==> config.mk <==
export PLATFORM = sky130hd
export DESIGN_NAME = bit_serial_add_seq
export DESIGN_NICKNAME = d
export VERILOG_FILES = /design/src/rtl/bsa_pkg.sv /design/src/rtl/serial_add_core.sv /design/src/rtl/bit_serial_add_seq.sv
export SDC_FILE = /design/constraint.sdc
export NUM_CORES = 1
export LEC_CHECK = 0
export BUFFER_PORTS_ARGS = -buffer_cell sky130_fd_sc_hd__buf_4
export CAP_MARGIN = 10
export CORE_MARGIN = 2
export CORE_UTILIZATION = 49
export DETAILED_ROUTE_END_ITERATION = 16
export PLACE_DENSITY_LB_ADDON = 0.15
export SYNTH_ARGS = -nofsm -noshare
export SYNTH_HDL_FRONTEND = slang
export SYNTH_SLANG_ARGS = --single-unit
==> constraint.sdc <==
create_clock -name clk -period 1.6 [get_ports clk]
set_clock_uncertainty 0.2 [all_clocks]
set_input_delay 0.24 -clock clk [delete_from_list [all_inputs] [get_ports clk]]
set_output_delay 0.24 -clock clk [all_outputs]
set_load 0.02 [all_outputs]
==> src/rtl/bsa_pkg.sv <==
// Shared types and sizing for the bit-serial adder sequencer.
// Latency: n/a (declarations only).
// Backpressure: n/a.
package bsa_pkg;

   // Default operand / sum width in bits.
   localparam int BSA_WIDTH = 8;

   // Sequencer states.
   typedef enum logic [1:0] {
      IDLE  = 2'd0,
      LOAD  = 2'd1,
      SHIFT = 2'd2,
      DONE  = 2'd3
   } bsa_state_t;

   // Width of the bit counter that walks 0..width-1 during SHIFT.
   function automatic int bsa_cnt_w(input int width);
      return $clog2(width);
   endfunction

endpackage

==> src/rtl/serial_add_core.sv <==
// Bit-serial add datapath: two PISO operand registers, carry FF, full-adder cell, SIPO sum.
// Latency: one result bit per shift_en cycle, LSB first; WIDTH shifts for a full sum.
// Backpressure: none; the sequencer owns load/shift_en and the core obeys every cycle.
//
// Ports:
//   clk, rst        clock, synchronous active-high reset
//   load            parallel-load a_in/b_in into the PISOs, cin into the carry FF
//   shift_en        add the current LSBs, shift operands right, push sum bit into SIPO MSB
//   a_in, b_in, cin operands and carry-in for load
//   sipo_q          SIPO contents (sum bits accumulated so far, newest at the MSB)
//   sum_bit         full-adder sum output for the current LSBs
//   carry           full-adder carry output, i.e. the value the carry FF takes on this shift
module serial_add_core
   import bsa_pkg::*;
#(
   parameter int WIDTH = BSA_WIDTH
) (
   input  logic             clk,
   input  logic             rst,
   input  logic             load,
   input  logic             shift_en,
   input  logic [WIDTH-1:0] a_in,
   input  logic [WIDTH-1:0] b_in,
   input  logic             cin,
   output logic [WIDTH-1:0] sipo_q,
   output logic             sum_bit,
   output logic             carry
);

   logic [WIDTH-1:0] a_q, a_d;
   logic [WIDTH-1:0] b_q, b_d;
   logic [WIDTH-1:0] sipo_d;
   logic             carry_q, carry_d;

   // Full-adder cell on the operand LSBs and the running carry.
   assign sum_bit = a_q[0] ^ b_q[0] ^ carry_q;
   assign carry   = (a_q[0] & b_q[0]) | (a_q[0] & carry_q) | (b_q[0] & carry_q);

   always_comb begin
      a_d     = a_q;
      b_d     = b_q;
      sipo_d  = sipo_q;
      carry_d = carry_q;
      if (load) begin
         a_d     = a_in;
         b_d     = b_in;
         carry_d = cin;
      end else if (shift_en) begin
         a_d     = {1'b0, a_q[WIDTH-1:1]};
         b_d     = {1'b0, b_q[WIDTH-1:1]};
         sipo_d  = {sum_bit, sipo_q[WIDTH-1:1]};
         carry_d = carry;
      end
   end

   always_ff @(posedge clk) begin
      if (rst) begin
         a_q     <= '0;
         b_q     <= '0;
         sipo_q  <= '0;
         carry_q <= 1'b0;
      end else begin
         a_q     <= a_d;
         b_q     <= b_d;
         sipo_q  <= sipo_d;
         carry_q <= carry_d;
      end
   end

endmodule

==> src/rtl/bit_serial_add_seq.sv <==
// Sequencer for the bit-serial adder: latches operands on start, runs WIDTH serial add steps, presents sum/cout.
// Latency: start accepted at edge k -> done and new sum visible in cycle k+WIDTH+2; next start accepted WIDTH+3 later.
// Backpressure: none; start is only sampled in IDLE and is silently ignored while busy (no queuing).
//
// Ports:
//   clk, rst   clock, synchronous active-high reset (wins over start)
//   start      request, sampled only in IDLE
//   a, b, cin  operands, latched on the accepting edge only
//   busy       high in LOAD, SHIFT and DONE
//   done       one-cycle pulse in DONE
//   sum, cout  registered result and final carry; change only on the edge that enters DONE
//   ovf        signed overflow, present only when BSA_OVF_EN is defined
module bit_serial_add_seq
   import bsa_pkg::*;
#(
   parameter int WIDTH = BSA_WIDTH
) (
   input  logic             clk,
   input  logic             rst,
   input  logic             start,
   input  logic [WIDTH-1:0] a,
   input  logic [WIDTH-1:0] b,
   input  logic             cin,
   output logic             busy,
   output logic             done,
   output logic [WIDTH-1:0] sum,
   output logic             cout
`ifdef BSA_OVF_EN
   ,
   output logic             ovf
`endif
);

   localparam int                 CNT_W    = bsa_cnt_w(WIDTH);
   localparam logic [CNT_W-1:0]   CNT_LAST = CNT_W'(WIDTH - 1);

   bsa_state_t       state_q, state_d;
   logic [CNT_W-1:0] cnt_q, cnt_d;
   logic [WIDTH-1:0] a_lat_q, a_lat_d;
   logic [WIDTH-1:0] b_lat_q, b_lat_d;
   logic             cin_lat_q, cin_lat_d;
   logic [WIDTH-1:0] sum_q, sum_d;
   logic             cout_q, cout_d;
`ifdef BSA_OVF_EN
   logic             ovf_q, ovf_d;
`endif

   logic             load;
   logic             shift_en;
   logic [WIDTH-1:0] sipo_q;
   logic             sum_bit;
   logic             carry;

   serial_add_core #(
      .WIDTH (WIDTH)
   ) u_core (
      .clk      (clk),
      .rst      (rst),
      .load     (load),
      .shift_en (shift_en),
      .a_in     (a_lat_q),
      .b_in     (b_lat_q),
      .cin      (cin_lat_q),
      .sipo_q   (sipo_q),
      .sum_bit  (sum_bit),
      .carry    (carry)
   );

   always_comb begin
      state_d   = state_q;
      cnt_d     = cnt_q;
      a_lat_d   = a_lat_q;
      b_lat_d   = b_lat_q;
      cin_lat_d = cin_lat_q;
      sum_d     = sum_q;
      cout_d    = cout_q;
`ifdef BSA_OVF_EN
      ovf_d     = ovf_q;
`endif
      load      = 1'b0;
      shift_en  = 1'b0;

      case (state_q)
         IDLE: begin
            if (start) begin
               a_lat_d   = a;
               b_lat_d   = b;
               cin_lat_d = cin;
               state_d   = LOAD;
            end
         end
         LOAD: begin
            load    = 1'b1;
            cnt_d   = '0;
            state_d = SHIFT;
         end
         SHIFT: begin
            shift_en = 1'b1;
            cnt_d    = cnt_q + 1'b1;
            if (cnt_q == CNT_LAST) begin
               state_d = DONE;
               cnt_d   = '0;
               // The SIPO takes its last bit on this same edge, so the output
               // register captures the forwarded value rather than sipo_q, which
               // lets sum/cout appear together with done.
               sum_d   = {sum_bit, sipo_q[WIDTH-1:1]};
               cout_d  = carry;
`ifdef BSA_OVF_EN
               // Carry into the MSB is recovered from the MSB adder inputs and
               // its sum output; overflow is that carry XOR the carry out.
               ovf_d   = (sum_bit ^ a_lat_q[WIDTH-1] ^ b_lat_q[WIDTH-1]) ^ carry;
`endif
            end
         end
         DONE: begin
            state_d = IDLE;
         end
         default: begin
            state_d = IDLE;
         end
      endcase
   end

   always_ff @(posedge clk) begin
      if (rst) begin
         state_q   <= IDLE;
         cnt_q     <= '0;
         a_lat_q   <= '0;
         b_lat_q   <= '0;
         cin_lat_q <= 1'b0;
         sum_q     <= '0;
         cout_q    <= 1'b0;
`ifdef BSA_OVF_EN
         ovf_q     <= 1'b0;
`endif
      end else begin
         state_q   <= state_d;
         cnt_q     <= cnt_d;
         a_lat_q   <= a_lat_d;
         b_lat_q   <= b_lat_d;
         cin_lat_q <= cin_lat_d;
         sum_q     <= sum_d;
         cout_q    <= cout_d;
`ifdef BSA_OVF_EN
         ovf_q     <= ovf_d;
`endif
      end
   end

   assign busy = (state_q != IDLE);
   assign done = (state_q == DONE);
   assign sum  = sum_q;
   assign cout = cout_q;
`ifdef BSA_OVF_EN
   assign ovf  = ovf_q;
`endif

endmodule

-- Word level (Yosys, flattened, before mapping)
Index checks and enable logic that the tools add are counted.
W data, S select, Z words.
- bits in registers: 56
- input bits: 20
- output and inout port bits: 11
- word-level logic and storage cells: 47
- add/sub/neg operators: 1
- eq/ne operators: 6
- multiplexer cells: 13
- bitwise gates (word level): 8
- reductions and logical operators: 8
- operators by type and width (operator ; number):
    $mux W8 ; 4
    $pmux W2 S4 ; 1
    $reduce_and A2 Y1 ; 4
    $pmux W3 S2 ; 1
    $reduce_bool A2 Y1 ; 3
    $eq A2 B2 Y1 const B ; 2
    $mux W1 ; 4
    $mux W2 ; 2
    $ne A2 B2 Y1 const B ; 2
    $add A3 B1 Y3 const B ; 1
    $and A1 B1 Y1 ; 3
    $eq A3 B3 Y1 const B ; 1
    $mux W3 ; 1
    $eq A2 B1 Y1 const B ; 1
    $logic_not A2 Y1 ; 1
    $or A1 B1 Y1 ; 2
    $xor A1 B1 Y1 ; 2
    $not A1 Y1 ; 1

-- Longest topological paths before layout
Gate-level depths: netlist of run 1.
- depth after elaboration: 5
- mapped depth: 7
- depth with buffers taken out: 5

-- Modules after synthesis
A second synthesis of run 1 with hierarchy kept.
- cells, all modules: 250
- area, all modules: 2432.3 µm²
- by module, submodules not included (module ; instances ; cells each ; area an instance (µm²) ; seq. area each (µm²)):
    bit_serial_add_seq ; 1 ; 148 ; 1286.2 ; 620.6
    serial_add_core ; 1 ; 102 ; 1146.1 ; 500.5

-- Least setup slack after synthesis of run 1
Ideal clock, no wire load.
- kind: reg-to-reg
- from: reg state_q[0]
- to: reg u_core.b_q[1]
- library setup time: 0.086 ns
- arrival: 1.243 ns
- data required time: 1.314 ns
- slack: 0.071 ns
- cell stages (with the launch flop): 6
- buffers on the path: 2
- period minus slack after synthesis: 1.529 ns
- path through: dfxtp_1 inv_1 ha_1 buf_2 buf_2 a211oi_1
- cells in the longest elaborated chain, start to end: 3
- elaborated cells on any way between the ends: 6
- classes of those cells: eq/ne (2); mux (3); reduce/logical (1)
- ends and longest elaborated chain (what ; line ; source):
    start: declaration ; bit_serial_add_seq.sv:37 ; bsa_state_t state_q, state_d;
    start signal: assignment ; bit_serial_add_seq.sv:137 ; state_q <= state_d;
    $eq A2 B1 Y1 / $eq A2 B2 Y1 (equally long branches) ; bit_serial_add_seq.sv:83 ; case (state_q)
    $mux W1 ; bit_serial_add_seq.sv:83 ;
    $mux W8 / $reduce_bool A2 Y1 (equally long branches) ; n/a ;
    end signal: assignment ; serial_add_core.sv:59 ; b_q <= '0;
    end signal: assignment ; serial_add_core.sv:64 ; b_q <= b_d;
    end: declaration ; serial_add_core.sv:31 ; logic [WIDTH-1:0] b_q, b_d;
Parallel ways exist; a longest one is shown, timed or not.
A chain may end at the register's enable or synchronous reset.

-- Worst setup path after layout of run 1
- from: reg state_q[0]
- to: out done
- cells in the longest elaborated chain, start to end: 1
- ends and longest elaborated chain (what ; line ; source):
    $eq A2 B2 Y1 ; bit_serial_add_seq.sv:151 ; assign done = (state_q == DONE);
    end: declaration ; bit_serial_add_seq.sv:25 ; output logic done,
Every way passes these cells.

==> flow_metrics.tcl, run 1 <==
set metrics [dict create \
    critPathArrivalTime_ns 1.10 \
    worstSetupEndpointType "output pin" \
    vias_per_cell 4.986 \
    crit_required_ns 1.16 \
    synth-seq-cells 55 \
    cts_setup_buffers 0 \
    fin_setup_tns_ns 0 \
    die-area_um2 5119 \
    relSlewSlack 0.7303 \
    clk_path_buf_depth 2 \
    netlist-cell-type-count 21 \
    fp.coreArea_um2 4384 \
    antenna_cells 0 \
    syn_area_um2 2236 \
    drv_slew 0 \
    cts_tree "yes" \
    synth_most_common_cell "dfxtp_1" \
    synth_warnings 0 \
    place_area_um2 2560 \
    clock_sinks 55 \
    io_pins 31 \
    die_x_um 71.55 \
    drc 0 \
    cts_buffers 5 \
    fin_crit_ns 1.540 \
    area_growth_syn_to_layout_pct 27.92 \
    synthCells 247 \
    hold_violations 0 \
    grt_max_degree 42 \
    drt_iter0_markers 62 \
    first_pass_iters 4 \
    gp_congestion 0.6885 \
    ant_nets 0 \
    row_count 24 \
    synth_edf_count 0 \
    tightest_slew_ns 0.4046 \
    async_flop_share 0 \
    outcome "finished clean" \
    dieHeight_um 71.55 \
    ys.flop_type "dfxtp_1" \
    startpoint_type "flop" \
    leakage_nw 1.121 \
    antenna_found_initial 0 \
    portBuffers 30 \
    wl_per_cell_um 12.29 \
    yosysSeqAreaShare 0.4924 \
    synth_top_area_cell "dfxtp_1" \
    drt_wl_total_mm 4.290 \
    fmax_mhz 649.2 \
    rsz0062_at_grt "true" \
    grt_pass1_vias 1614 \
    finalSetupViolCount 0 \
    min_period_over_period 0.9627 \
    start_util 0.5100 \
    ys_top_cells_by_count "55 x dfxtp_1, 45 x nand2_1, 30 x a21oi_1" \
    critPathKind "reg2out" \
    overflow 0 \
    syn_area_per_cell_um2 9.052 \
    grt_pass1_wl_mm 7.189 \
    synth_top_area_share 0.4924 \
    clk_latency_ns 0.30 \
    clock-root-buffer "clkbuf_8" \
    synth_nets 275 \
    fin_nets 324 \
    htree_levels 2 \
    grt_usage 0.1782 \
    synth_area_leaders "dfxtp_1 49%, mux2i_1 11%, nand2_1 7.6%, a21oi_1 6.7%, a211oi_1 5.0%" \
    hold_class "in2reg" \
    drive_gt1_frac 0.1818 \
    max_cap_violations 0 \
    critPathMaxFanout 3 \
    peakVddDrop_mv 0.8020 \
    dp_hpwl_mm 2.592 \
    num_vias 1740 \
    powerDensity_nw_per_um2 1617 \
    design_area_um2 2860 \
    clkTransAtPathRegs_ns 0.09 \
]
## repair_timing
action                                  CTS  global route
endpoints found under the setup margin    1            23
cloned                                    0             1
endpoints found under the hold margin    16             0
hold buffers                             16             0
gates resized for setup                   1             3
## cell families after synthesis
| family | count (synthesis) | share of synthesized area |
|---|---|---|
| AND/OR/NAND/NOR | 91 | 0.1696 |
| flip-flops | 55 | 0.4924 |
| AO/OA/AOI/OAI | 47 | 0.1248 |
| multiplexers | 24 | 0.1074 |
| buffers and inverters | 22 | 0.05763 |
| adder cells (fa/ha/maj) | 8 | 0.04812 |
## cells in the final DEF (no fill, tap or decap), drive strengths merged
master       Yosys  routed
nor3b            1       1
fa               1       1
dlygate4sd3      0      16
dfxtp           55      55
nand3           13      13
buf             17      43
ha               7       7
o21a             1       1
a211oi          15      15
nand2b           6       6
a21oi           30      30
mux2i           24      24
and2             1       1
clkbuf           1       9
inv              4       4
a2bb2oi          1       1
nor2            25      25
nand2           45      45
## per-layer routing
layer  up-vias  wire [µm]  track usage
met5         -          0            0
met4         0         76      0.08176
met3         7        145      0.03376
met2        31       1930       0.2942
met1       771       2137       0.2258
li1        931          -            -
## critical path: stages, from the launching register on
cell     delay [ns]
dfxtp_1        0.33
buf_4          0.14
ha_1           0.18
buf_4          0.15
## state kept, by name (all words and copies together), names as in the netlist
register	flops
u_core.carry_q	1
a_lat_q	8
state_q	2
cnt_q	3
u_core.b_q	8
u_core.sipo_q	7
sum	8
cin_lat_q	1
b_lat_q	8
cout	1
u_core.a_q	8
## path summary, 6_finish.rpt
| check | start | endpoint | slack, ns | cells after the start |
|---|---|---|---|---|
| worst max-delay path | state_q[0]$_SDFFE_PP0P_ | done | 0.06 | 3 |
| worst max register to register | state_q[0]$_SDFFE_PP0P_ | u_core.b_q[0]$_SDFFE_PP0P_ | 0.09 | 5 |
| worst min-delay path | cin | cin_lat_q$_SDFFE_PP0P_ | 0.03 | 3 |
| worst min register to register | sum[0]$_SDFFE_PP0P_ | sum[0]$_SDFFE_PP0P_ | 0.25 | 2 |
## per-stage QoR
step	utilization	instances	total power [mW]	hold WS, ns	worst slack (ns)
6_report	0.6524	349	4.624	0.02521	0.05975
4_1_cts	0.6438	348	4.462	0.001138	0.006409
2_1_floorplan	-	247	3.113	0.1760	0.07114
5_1_grt	0.6524	349	4.969	0.01590	-0.008680
3_5_place_dp	0.5839	324	3.613	0.2466	0.09533
3_3_place_gp	0.5839	324	3.578	0.2437	0.1191
## report_power, final
part           switching (mW)  internal (mW)
sequential              0.118           1.60
clock                   0.413          0.395
combinational            1.05           1.04
total                    1.58           3.04
## final cells by class
type	count	area (µm²)
Fill cell	376	1524
Sequential cell	55	1101
Multi-Input combinational cell	170	1021
Timing Repair Buffer	60	558.0
Clock buffer	8	100.1
Tap cell	52	65.06
Inverter	4	15.01
No activity file was read; power rests on OpenSTA's default activity.
==> run 2: changes to the inputs <==
BUFFER_PORTS_ARGS = -buffer_cell sky130_fd_sc_hd__buf_2   (was -buffer_cell sky130_fd_sc_hd__buf_4)
==> run 2 against run 1 <==
  * Clock power down 6.7%
  * Sequential power about the same
  * Fmax increased by 0.36%
  * Sequential share of layout area is 0.84 points higher
  * Routed wire length decreased by 0.26%
  * Combinational power about the same
  * Worst setup slack improved by 0.0055 ns
  * Count of clock-buffer cells in the layout decreased by 2
  * Worst hold slack gained 0.14 ns
  * First-iteration DRC count shrank 40%
  * Power is 1.4% lower
  * Critical path type unchanged
  * Critical endpoint unchanged
  * Largest cell class unchanged
  * Largest power group unchanged
  * Highest routed layer unchanged
==> flow_metrics.tcl, run 2 (synthesis results as in run 1) <==
set metrics [dict create \
    outcome "finished clean" \
    relSlewSlack 0.8215 \
    io_pins 31 \
    final_common_cell "dfxtp_1" \
    crit_required_ns 1.16 \
    dieHeight_um 71.55 \
    drt_iter0_markers 37 \
    tightest_slew_ns 0.2677 \
    critPathMaxFanout 3 \
    drive_gt1_frac 0.1987 \
    first_pass_iters 4 \
    grt_pass1_wl_mm 7.176 \
    ant_nets 0 \
    dp_hpwl_mm 2.624 \
    grt_pass1_vias 1649 \
    area_growth_syn_to_layout_pct 25.46 \
    fin_nets 325 \
    wl_per_cell_um 12.26 \
    htree_levels 2 \
    clk_latency_ns 0.30 \
    min_period_over_period 0.9592 \
    die-area_um2 5119 \
    die_x_um 71.55 \
    critPathKind "reg2out" \
    place_area_um2 2497 \
    vias_per_cell 5.009 \
    gp_congestion 0.7195 \
    clock-root-buffer "clkbuf_8" \
    max_cap_violations 0 \
    hold_depth 3 \
    cts_buffers 5 \
    fp.coreArea_um2 4384 \
    startpoint_type "flop" \
    r2r_cells 5 \
    cts_tree "yes" \
    antenna_cells 0 \
    drc 0 \
    critPathArrivalTime_ns 1.09 \
    fmax_mhz 651.6 \
    overflow 0 \
    rsz0062_at_grt "false" \
    layout_common_cells "53 x dfxtp_1, 44 x nand2_1, 30 x a21oi_1, 29 x buf_2, 25 x nor2_1" \
    fin_crit_ns 1.535 \
    portBuffers 30 \
    num_vias 1748 \
    fin_setup_tns_ns 0 \
    grt_max_degree 41 \
    drt_wl_total_mm 4.279 \
    worstSetupEndpointType "output pin" \
    peakVddDrop_mv 0.9119 \
    start_util 0.5100 \
    clock_sinks 55 \
    hold_class "in2reg" \
    hold_violations 0 \
    antenna_found_initial 0 \
    finalSetupViolCount 0 \
    clk_path_buf_depth 2 \
    grt_usage 0.1771 \
    design_area_um2 2805 \
    drv_slew 0 \
    leakage_nw 1.110 \
    clkTransAtPathRegs_ns 0.09 \
    row_count 24 \
    powerDensity_nw_per_um2 1626 \
]
[run 2: changes by cell type in the layout (fill, tap and decap cells not counted), sizes merged]
cell         delta
dlygate4sd3     +2
buf             -1
clkbuf          -2
clkinv          +1
[run 2: critical path: stages (launching register included)]
cell and delay, ns:
dfxtp_2 0.33, buf_4 0.13, ha_1 0.18, buf_2 0.15
[run 2: layout make-up]
class	count	area, µm²
clock buffers	6	82.58
clock inverters	1	5.005
fillers	393	1579
inverters	4	15.01
multi-input cells	170	1020
flip-flops and latches	55	1104
well taps	52	65.06
repair buffers	61	514.2
[run 2: power by group]
part,total (mW),switching [mW],internal [mW]
Clock,0.754,0.413,0.340
Combinational,2.08,1.06,1.02
Sequential,1.73,0.120,1.61
[run 2: per-layer routing]
layer  share of wire  wire (µm)  vias to the layer above  track usage
li1                -          -                      928            -
met1            0.49       2101                      786       0.2227
met2            0.47       1990                       29       0.3035
met3           0.032        139                        5      0.04219
met4           0.011         48                        0      0.05031
met5               0          0                        -            0
[run 2: path summary, 6_finish.rpt]
path / slack, ns / to / startpoint
setup / recovery: 0.07 / done / state_q[0]$_SDFFE_PP0P_
hold / removal: 0.16 / state_q[1]$_SDFFE_PP0P_ / start
setup reg to reg: 0.09 / u_core.b_q[2]$_SDFFE_PP0P_ / state_q[0]$_SDFFE_PP0P_
hold reg to reg: 0.25 / sum[0]$_SDFFE_PP0P_ / sum[0]$_SDFFE_PP0P_
[run 2: through the flow]
stage,total power [mW],std cells,utilization,hold WS [ns],worst slack [ns]
after floorplan,3.113,247,-,0.1760,0.07114
after global placement,3.570,324,0.5696,0.2397,-0.006255
after detailed placement,3.604,324,0.5696,0.2440,-0.07161
after CTS,4.443,349,0.6336,0.1625,-0.007598
after global routing,4.896,349,0.6398,0.1661,0.006467
final,4.560,349,0.6398,0.1612,0.06527
[run 2: repair_timing]
action                                  CTS  global route
gates resized for setup                   7             5
endpoints found under the setup margin   18            13
hold buffers                             18             0
cloned                                    0             1
buffers inserted                          0             0
pin swaps                                 0             0
hold endpoints to repair                 17             0
